File: config.mk
export PLATFORM = sky130hd
export DESIGN_NAME = operand_join_buffer_flat
export DESIGN_NICKNAME = d
export VERILOG_FILES = /design/src/rtl/operand_join_buffer_if.sv /design/src/rtl/operand_join_buffer.sv /design/src/flat_wrapper.sv
export SDC_FILE = /design/constraint.sdc
export NUM_CORES = 1
export LEC_CHECK = 0
export ABC_CLOCK_PERIOD_IN_PS = 2600
export BUFFER_PORTS_ARGS = -buffer_cell sky130_fd_sc_hd__buf_2
export CORE_MARGIN = 2
export CORE_UTILIZATION = 25
export CTS_BUF_LIST = sky130_fd_sc_hd__clkbuf_16
export DETAILED_ROUTE_END_ITERATION = 8
export GPL_ROUTABILITY_DRIVEN = 0
export PLACE_DENSITY_LB_ADDON = 0.25
export SETUP_SLACK_MARGIN = 0.5
export SLEW_MARGIN = 20
export SYNTH_ARGS = -nofsm -noshare
export SYNTH_HDL_FRONTEND = slang
export SYNTH_SLANG_ARGS = --single-unit
File: constraint.sdc
create_clock -name clk -period 2.6 [get_ports clk]
set_input_delay 0.13 -clock clk [delete_from_list [all_inputs] [get_ports clk]]
set_output_delay 0.13 -clock clk [all_outputs]
set_load 0.05 [all_outputs]
File: src/rtl/operand_join_buffer_if.sv
// Operand join buffer handshake bundle: two operand streams in, one joined beat out.
// slave = the join buffer, master = operand producers plus the FU consumer.
interface operand_join_buffer_if #(
  parameter int unsigned DATA_WIDTH = 32
);
  logic [DATA_WIDTH-1:0] in1_data;
  logic                  in1_v;
  logic                  in1_r;
  logic [DATA_WIDTH-1:0] in2_data;
  logic                  in2_v;
  logic                  in2_r;
  logic [DATA_WIDTH-1:0] out_data_1;
  logic [DATA_WIDTH-1:0] out_data_2;
  logic                  out_v;
  logic                  out_r;

  modport slave (
    input  in1_data, in1_v, in2_data, in2_v, out_r,
    output in1_r, in2_r, out_data_1, out_data_2, out_v
  );

  modport master (
    output in1_data, in1_v, in2_data, in2_v, out_r,
    input  in1_r, in2_r, out_data_1, out_data_2, out_v
  );
endinterface

File: src/rtl/operand_join_buffer.sv
// CGRA PE input stage: per-operand FIFOs joined into one synchronised FU beat.
// Optional JOIN_CONST_OPERAND_EN replaces operand 2 with a configured constant.
module operand_join_buffer #(
  parameter int unsigned DATA_WIDTH = 32,
  parameter int unsigned DEPTH      = 4
) (
  input  logic                  clk,
  input  logic                  rst_n,
  input  logic                  clr,
  input  logic                  cfg_in2_en,
`ifdef JOIN_CONST_OPERAND_EN
  input  logic                  cfg_const_en,
  input  logic [DATA_WIDTH-1:0] cfg_const_value,
`endif
  operand_join_buffer_if.slave  bus
);

  localparam int unsigned PW = $clog2(DEPTH);
  localparam int unsigned CW = $clog2(DEPTH + 1);
  localparam logic [CW-1:0] FULL = CW'(DEPTH);

  logic [DATA_WIDTH-1:0] mem1_q [DEPTH];
  logic [DATA_WIDTH-1:0] mem2_q [DEPTH];
  logic [PW-1:0] wptr1_q, wptr1_d, rptr1_q, rptr1_d;
  logic [PW-1:0] wptr2_q, wptr2_d, rptr2_q, rptr2_d;
  logic [CW-1:0] count1_q, count1_d, count2_q, count2_d;

  logic const_use;
  logic op2_fifo_en;
  logic push1, push2, pop1, pop2;

`ifdef JOIN_CONST_OPERAND_EN
  assign const_use = cfg_in2_en && cfg_const_en;
`else
  assign const_use = 1'b0;
`endif
  assign op2_fifo_en = cfg_in2_en && !const_use;

  // Ready depends only on occupancy, so there is no in->out combinational path.
  assign bus.in1_r = (count1_q != FULL);
  assign bus.in2_r = op2_fifo_en && (count2_q != FULL);
  assign bus.out_v = (count1_q != '0) && (!op2_fifo_en || (count2_q != '0));

  assign bus.out_data_1 = mem1_q[rptr1_q];
`ifdef JOIN_CONST_OPERAND_EN
  assign bus.out_data_2 = const_use  ? cfg_const_value :
                          cfg_in2_en ? mem2_q[rptr2_q] : '0;
`else
  assign bus.out_data_2 = cfg_in2_en ? mem2_q[rptr2_q] : '0;
`endif

  assign push1 = bus.in1_v && bus.in1_r;
  assign push2 = bus.in2_v && bus.in2_r;
  assign pop1  = bus.out_v && bus.out_r;
  assign pop2  = pop1 && op2_fifo_en;

  always_comb begin
    wptr1_d  = wptr1_q;
    rptr1_d  = rptr1_q;
    count1_d = count1_q;
    wptr2_d  = wptr2_q;
    rptr2_d  = rptr2_q;
    count2_d = count2_q;
    if (clr) begin
      wptr1_d  = '0;
      rptr1_d  = '0;
      count1_d = '0;
      wptr2_d  = '0;
      rptr2_d  = '0;
      count2_d = '0;
    end else begin
      if (push1) wptr1_d = wptr1_q + PW'(1);
      if (pop1)  rptr1_d = rptr1_q + PW'(1);
      if (push1 && !pop1)      count1_d = count1_q + CW'(1);
      else if (pop1 && !push1) count1_d = count1_q - CW'(1);
      if (push2) wptr2_d = wptr2_q + PW'(1);
      if (pop2)  rptr2_d = rptr2_q + PW'(1);
      if (push2 && !pop2)      count2_d = count2_q + CW'(1);
      else if (pop2 && !push2) count2_d = count2_q - CW'(1);
    end
  end

  always_ff @(posedge clk or negedge rst_n) begin
    if (!rst_n) begin
      wptr1_q  <= '0;
      rptr1_q  <= '0;
      count1_q <= '0;
      wptr2_q  <= '0;
      rptr2_q  <= '0;
      count2_q <= '0;
    end else begin
      wptr1_q  <= wptr1_d;
      rptr1_q  <= rptr1_d;
      count1_q <= count1_d;
      wptr2_q  <= wptr2_d;
      rptr2_q  <= rptr2_d;
      count2_q <= count2_d;
    end
  end

  // Storage is deliberately left unreset; occupancy counts gate its visibility.
  always_ff @(posedge clk) begin
    if (!clr && push1) mem1_q[wptr1_q] <= bus.in1_data;
    if (!clr && push2) mem2_q[wptr2_q] <= bus.in2_data;
  end

endmodule

File: src/flat_wrapper.sv
// flat-port wrapper written by rule: the top's interface ports become plain ports
module operand_join_buffer_flat 
#(
  parameter int unsigned DATA_WIDTH = 32,
  parameter int unsigned DEPTH      = 4
)
  (clk, rst_n, clr, cfg_in2_en, bus_in1_data, bus_in1_v, bus_in2_data, bus_in2_v, bus_out_r, bus_in1_r, bus_in2_r, bus_out_data_1, bus_out_data_2, bus_out_v);
  operand_join_buffer_if #(.DATA_WIDTH(DATA_WIDTH)) bus_i ();
  input  logic clk;
  input  logic rst_n;
  input  logic clr;
  input  logic cfg_in2_en;
  input wire logic [$bits(bus_i.in1_data)-1:0] bus_in1_data;
  input wire logic [$bits(bus_i.in1_v)-1:0] bus_in1_v;
  input wire logic [$bits(bus_i.in2_data)-1:0] bus_in2_data;
  input wire logic [$bits(bus_i.in2_v)-1:0] bus_in2_v;
  input wire logic [$bits(bus_i.out_r)-1:0] bus_out_r;
  output wire logic [$bits(bus_i.in1_r)-1:0] bus_in1_r;
  output wire logic [$bits(bus_i.in2_r)-1:0] bus_in2_r;
  output wire logic [$bits(bus_i.out_data_1)-1:0] bus_out_data_1;
  output wire logic [$bits(bus_i.out_data_2)-1:0] bus_out_data_2;
  output wire logic [$bits(bus_i.out_v)-1:0] bus_out_v;
  assign bus_i.in1_data = bus_in1_data;
  assign bus_i.in1_v = bus_in1_v;
  assign bus_i.in2_data = bus_in2_data;
  assign bus_i.in2_v = bus_in2_v;
  assign bus_i.out_r = bus_out_r;
  assign bus_in1_r = bus_i.in1_r;
  assign bus_in2_r = bus_i.in2_r;
  assign bus_out_data_1 = bus_i.out_data_1;
  assign bus_out_data_2 = bus_i.out_data_2;
  assign bus_out_v = bus_i.out_v;
  operand_join_buffer #(.DATA_WIDTH(DATA_WIDTH), .DEPTH(DEPTH)) u_core (.clk(clk), .rst_n(rst_n), .clr(clr), .cfg_in2_en(cfg_in2_en), .bus(bus_i));
endmodule
# After elaboration in Yosys (flattened, before gate mapping)
# Memories as Yosys holds them, arrays and structs flattened.
# Cells that the tools add are included.
[totals] reg_bits=14 mem_bits_rw=256 input_bits=71 output_inout_bits=67 n_memories=2
[op_classes] addsub=8 eq_ne=2 n_mux=19 reduce_logical=27
[mem_list] name="u_core.mem1_q" words=4 width=32 read_ports=1 rd_ports_with_merged_regs=0 write_ports=1 line="operand_join_buffer.sv:22" text="logic [DATA_WIDTH-1:0] mem1_q [DEPTH];"
[mem_list] name="u_core.mem2_q" words=4 width=32 read_ports=1 rd_ports_with_merged_regs=0 write_ports=1 line="operand_join_buffer.sv:23" text="logic [DATA_WIDTH-1:0] mem2_q [DEPTH];"
[ops] op="$mux 32" count=1
[ops] op="$mux 3" count=6
[ops] op="$mux 2" count=8
[ops] op="$logic_and 1x1->1" count=12
[ops] op="$reduce_bool 3->1" count=4
[ops] op="$add 2x1->2 const B" count=4
[ops] op="$reduce_bool 2->1" count=4
[ops] op="$add 3x1->3 const B" count=2
[ops] op="$logic_not 1->1" count=6
[ops] op="$ne 3x3->1 const B" count=2
[ops] op="$sub 3x1->3 const B" count=2
[ops] op="$mux 1" count=4
[ops] op="$logic_or 1x1->1" count=1

# Depth between registers and ports, before layout
[logic_depth] word_depth=9 mapped_depth=7

# Worst setup path after synthesis
# No wires, ideal clock.
[synth_timing] path_kind="reg-to-reg" start="reg u_core.count1_q[1]" end="reg u_core.count1_q[2]" setup_ps=125 arrival_ps=2427 slack_ps=49 stages_incl_launch_ff=8 cell_sequence="dfrtp_1 or3b_2 nand2_2 nor2_1 fa_1 and4bb_2 a2bb2oi_1 mux2_2"
[synth_via] word_cells_on_any_way=15 cone_classes="add/sub: 2; eq/ne: 1; mux: 3; reduce/logical: 9"
[synth_lines] item="start, declared" line="operand_join_buffer.sv:26" text="logic [CW-1:0] count1_q, count1_d, count2_q, count2_d;"
[synth_lines] item="start signal, assigned" line="operand_join_buffer.sv:94" text="count1_q <= count1_d;"
[synth_lines] item="$ne 3x3->1 *" line="operand_join_buffer.sv:40" text="assign bus.in1_r = (count1_q != FULL);"
[synth_lines] item="net bus_in1_r" line="flat_wrapper.sv:18" text="output wire logic [$bits(bus_i.in1_r)-1:0] bus_in1_r;"
[synth_lines] item="$logic_and 1x1->1 *" line="operand_join_buffer.sv:52" text="assign push1 = bus.in1_v && bus.in1_r;"
[synth_lines] item="$logic_and 1x1->1 or $logic_not 1->1 (tied branches)" line="operand_join_buffer.sv:74, operand_join_buffer.sv:75"
[synth_lines] item="$mux 3 or $logic_and 1x1->1 (tied branches)" line="operand_join_buffer.sv:74, operand_join_buffer.sv:75"
[synth_lines] item="$mux 3 or $reduce_bool 3->1 (tied branches)"
# The timed path passes the listed nets; every way through them passes the cells marked *. The select of a mux whose other input is x is not followed.
# A chain may end at the register's enable or synchronous reset.

# Worst setup path in the final report
[layout_timing] start="reg u_core.rptr2_q[0]" end="out bus_out_data_2[15]"
[layout_via] elab_chain_len=2
[layout_rtl] item="start, declared" line="operand_join_buffer.sv:25" text="logic [PW-1:0] wptr2_q, wptr2_d, rptr2_q, rptr2_d;"
[layout_rtl] item="start signal, assigned" line="operand_join_buffer.sv:96" text="rptr2_q <= rptr2_d;"
[layout_rtl] item="$mem_v2 4x32"
[layout_rtl] item="$mux 32" line="operand_join_buffer.sv:49" text="assign bus.out_data_2 = cfg_in2_en ? mem2_q[rptr2_q] : '0;"
[layout_rtl] item="end, declared" line="flat_wrapper.sv:21" text="output wire logic [$bits(bus_i.out_data_2)-1:0] bus_out_data_2;"
# Every way passes these cells.

==> qor.yml <==
status: "finished clean"
pre_cts_ws_ns: 0.160
cts_tree: "done"
die_w_um: 209
tightestPinTransition_ns: 0.491
synth_area_per_cell_um2: 21.7
fin_crit_ns: 2.28
crit_path_start_kind: "flop"
crit_arrival_ns: 2.15
design_area_mm2: 0.0147
rows: 74
synthArstFlopShare_pct: 5.19
netlist_instances: 483
routed-via-count: 5500
fin_ws_ns: 0.316
nNetsFinal: 827
grt_max_degree: 37
core_area_mm2: 0.0411
fill_cells: 3870
drtIter0Drc: 198
clock_latency_ns: 0.54
place_area_mm2: 0.0120
synth.distinct_cells: 37
overflow: 0
fin_util_pct: 35.7
wl_mm: 23.5
finalHoldViolations: 0
clockRootBuffer: "clkbuf_16"
rsz0062_at_grt: "yes"
cp_max_fo: 8
synthesis.area_mm2: 0.0105
leakage_nw: 5.08
remaining_drc_errors: 0
end_kind: "output port"
numClockSinks: 270
ys_seq_area_share_pct: 76.8
relSlewSlack_pct: 67.3
worstHoldPathType: "primary input to async pin"
yosysWarnings: 0
start_util_pct: 25.5
antenna_found_initial: 2
area_growth_pct: 40.3
grt_pass1_wl_mm: 36.0
syn-num-nets: 564
die_area_mm2: 0.0435
clockBufferDepth: 3
setup-violations-final: 0
grt_use_total_pct: 10.8
timing.final.crit_share_pct: 87.9
max_freq_mhz: 438
slew_viol_final: 0
drive_above_1_share_pct: 46.5
setup.worst_path.class: "flop to output port"
power.total_mw: 13.0
die_h_um: 209
num_io_pins: 138
wl_per_cell_um: 18.1
viasPerCell: 4.24
finalSetupTns_ns: 0
synth_edf_count: 256
maxCapViolCount: 0
drt-pass1-iter-count: 5
finClkSkew_ns: 0.0175
post-dp-hpwl_mm: 14.0
cp.required_ns: 2.47
p_per_area_mw_per_mm2: 887
synth_flop_cell: "edfxtp_1"
rrSetupSlack_ns: 0.38
clkTransAtPathRegs_ns: 0.06
drtAntennaViolNets: 0
grt_pass1_vias: 6112
port_buffers: 137
cts_buffers: 29
ys_ff_latch: 270
ir_drop_mv: 0.505
htree_num_levels: 1
## worst max-delay path, stage by stage (launching register included)
cell	delay, ns
dfrtp_2	0.39
buf_12	0.12
buf_12	0.11
buf_16	0.15
mux4_2	0.51
and2_4	0.17
buf_6	0.14
## cells in the mapped netlist (2+ instances only)
library cell	number	area, um^2
edfxtp_1	256	7690
mux4_2	64	1440
and2_1	40	250
nor2_1	18	67.6
dfrtp_1	14	350
clkbuf_1	12	45.0
inv_1	10	37.5
buf_2	9	45.0
ha_1	8	100
xnor2_1	6	52.6
nor3_1	5	25.0
mux2_2	4	45.0
nand2_1	4	15.0
o21ai_0	3	15.0
a21oi_1	2	10.0
and4bb_2	2	25.0
fa_1	2	40.0
nand3b_1	2	15.0
nor4_1	2	12.5
nor4b_1	2	17.5
or3_1	2	12.5
## layer usage
metal  routed length [um]  part of all wire (%)  vias up  track usage (%)
li1                     -                     -     2486                -
met1                 9660                    41     2812             13.2
met2                11800                    50      160             18.7
met3                 1430                   6.1       40             3.11
met4                  555                   2.4        2             2.93
met5                   10                 0.043        -                0
## power breakdown
| part | internal (mW) | switching, mW |
|---|---|---|
| registers | 5.01 | 0.125 |
| logic | 1.77 | 1.97 |
| clock network | 2.59 | 1.56 |
## placed cells by master (no fill, tap or decap), types with 6 or more instances in the layout
cell type      instances
and2_4                35
buf_12                16
buf_2                 73
buf_4                 21
buf_6                 63
buf_8                  7
bufinv_16              6
clkbuf_16             30
clkinv_1               6
dfrtp_1                8
dlygate4sd3_1         68
edfxtp_1             256
ha_1                   8
inv_1                 14
mux4_2                64
nor2_1                17
xnor2_1                6
## per-stage QoR
stage	instances	hold WS [ns]
after floorplan	483	-0.166
after global placement	1149	0.0560
after detailed placement	1149	0.0677
after CTS	1289	0.0387
after global routing	1298	0.0832
final	1298	0.0543
## timing repair
item / in CTS / in global routing
endpoints found under the setup margin: 68 / 161
buffers inserted: 17 / 7
cloned: 5 / 1
hold buffers: 68 / 0
endpoints found under the hold margin: 278 / 0
resized for setup: 153 / 58
pin swaps: 7 / 2
## final timing paths
| path | start | to | cells after the start |
|---|---|---|---|
| setup / recovery | u_core.rptr2_q[0]$_DFFE_PN0P_ | bus_out_data_2[15] | 6 |
| hold / removal | rst_n | u_core.rptr2_q[0]$_DFFE_PN0P_ | 2 |
| setup reg to reg | u_core.count1_q[0]$_DFFE_PN0P_ | u_core.count1_q[2]$_DFFE_PN0P_ | 8 |
| hold reg to reg | u_core.wptr1_q[1]$_DFFE_PN0P_ | u_core.wptr1_q[1]$_DFFE_PN0P_ | 2 |
| max in group asynchronous | rst_n | u_core.rptr1_q[0]$_DFFE_PN0P_ | 2 |
| min in group clk | bus_out_r | u_core.rptr2_q[0]$_DFFE_PN0P_ | 5 |
## kinds of logic (layout without fill, tap and decap cells)
| kind of cell | after synthesis | after routing | share of synthesized area [%] |
|---|---|---|---|
| AOI/OAI and AO/OA | 9 | 9 | 0.550 |
| muxes | 70 | 70 | 14.4 |
| xor gates and xnor gates | 7 | 7 | 0.586 |
| adders and majority gates | 10 | 10 | 1.34 |
| DFF | 270 | 270 | 76.8 |
| other | 0 | 1 | 0 |
| buffers and inverters | 32 | 314 | 1.26 |
| and+or+nand+nor | 85 | 85 | 5.08 |
## final cells by class
| type | count | area [um^2] | area share, % |
|---|---|---|---|
| clock inverter | 21 | 243 | 1.65 |
| inverter | 10 | 37.5 | 0.256 |
| sequential | 270 | 8050 | 54.8 |
| timing repair buffer | 254 | 2500 | 17.0 |
| antenna | 1 | 2.50 | 0.0170 |
| multi-input combinational | 181 | 2460 | 16.8 |
| tap | 532 | 666 | 4.53 |
| clock buffer | 29 | 726 | 4.94 |
## state kept, by name, indices dropped and copies added (netlist names)
signal	cells
u_core.wptr1_q	2
u_core.wptr2_q	2
u_core.rptr2_q	2
u_core.mem2_q	128
u_core.rptr1_q	2
u_core.count2_q	3
u_core.mem1_q	128
u_core.count1_q	3
Note: power is estimated with default switching activity, not from simulation.
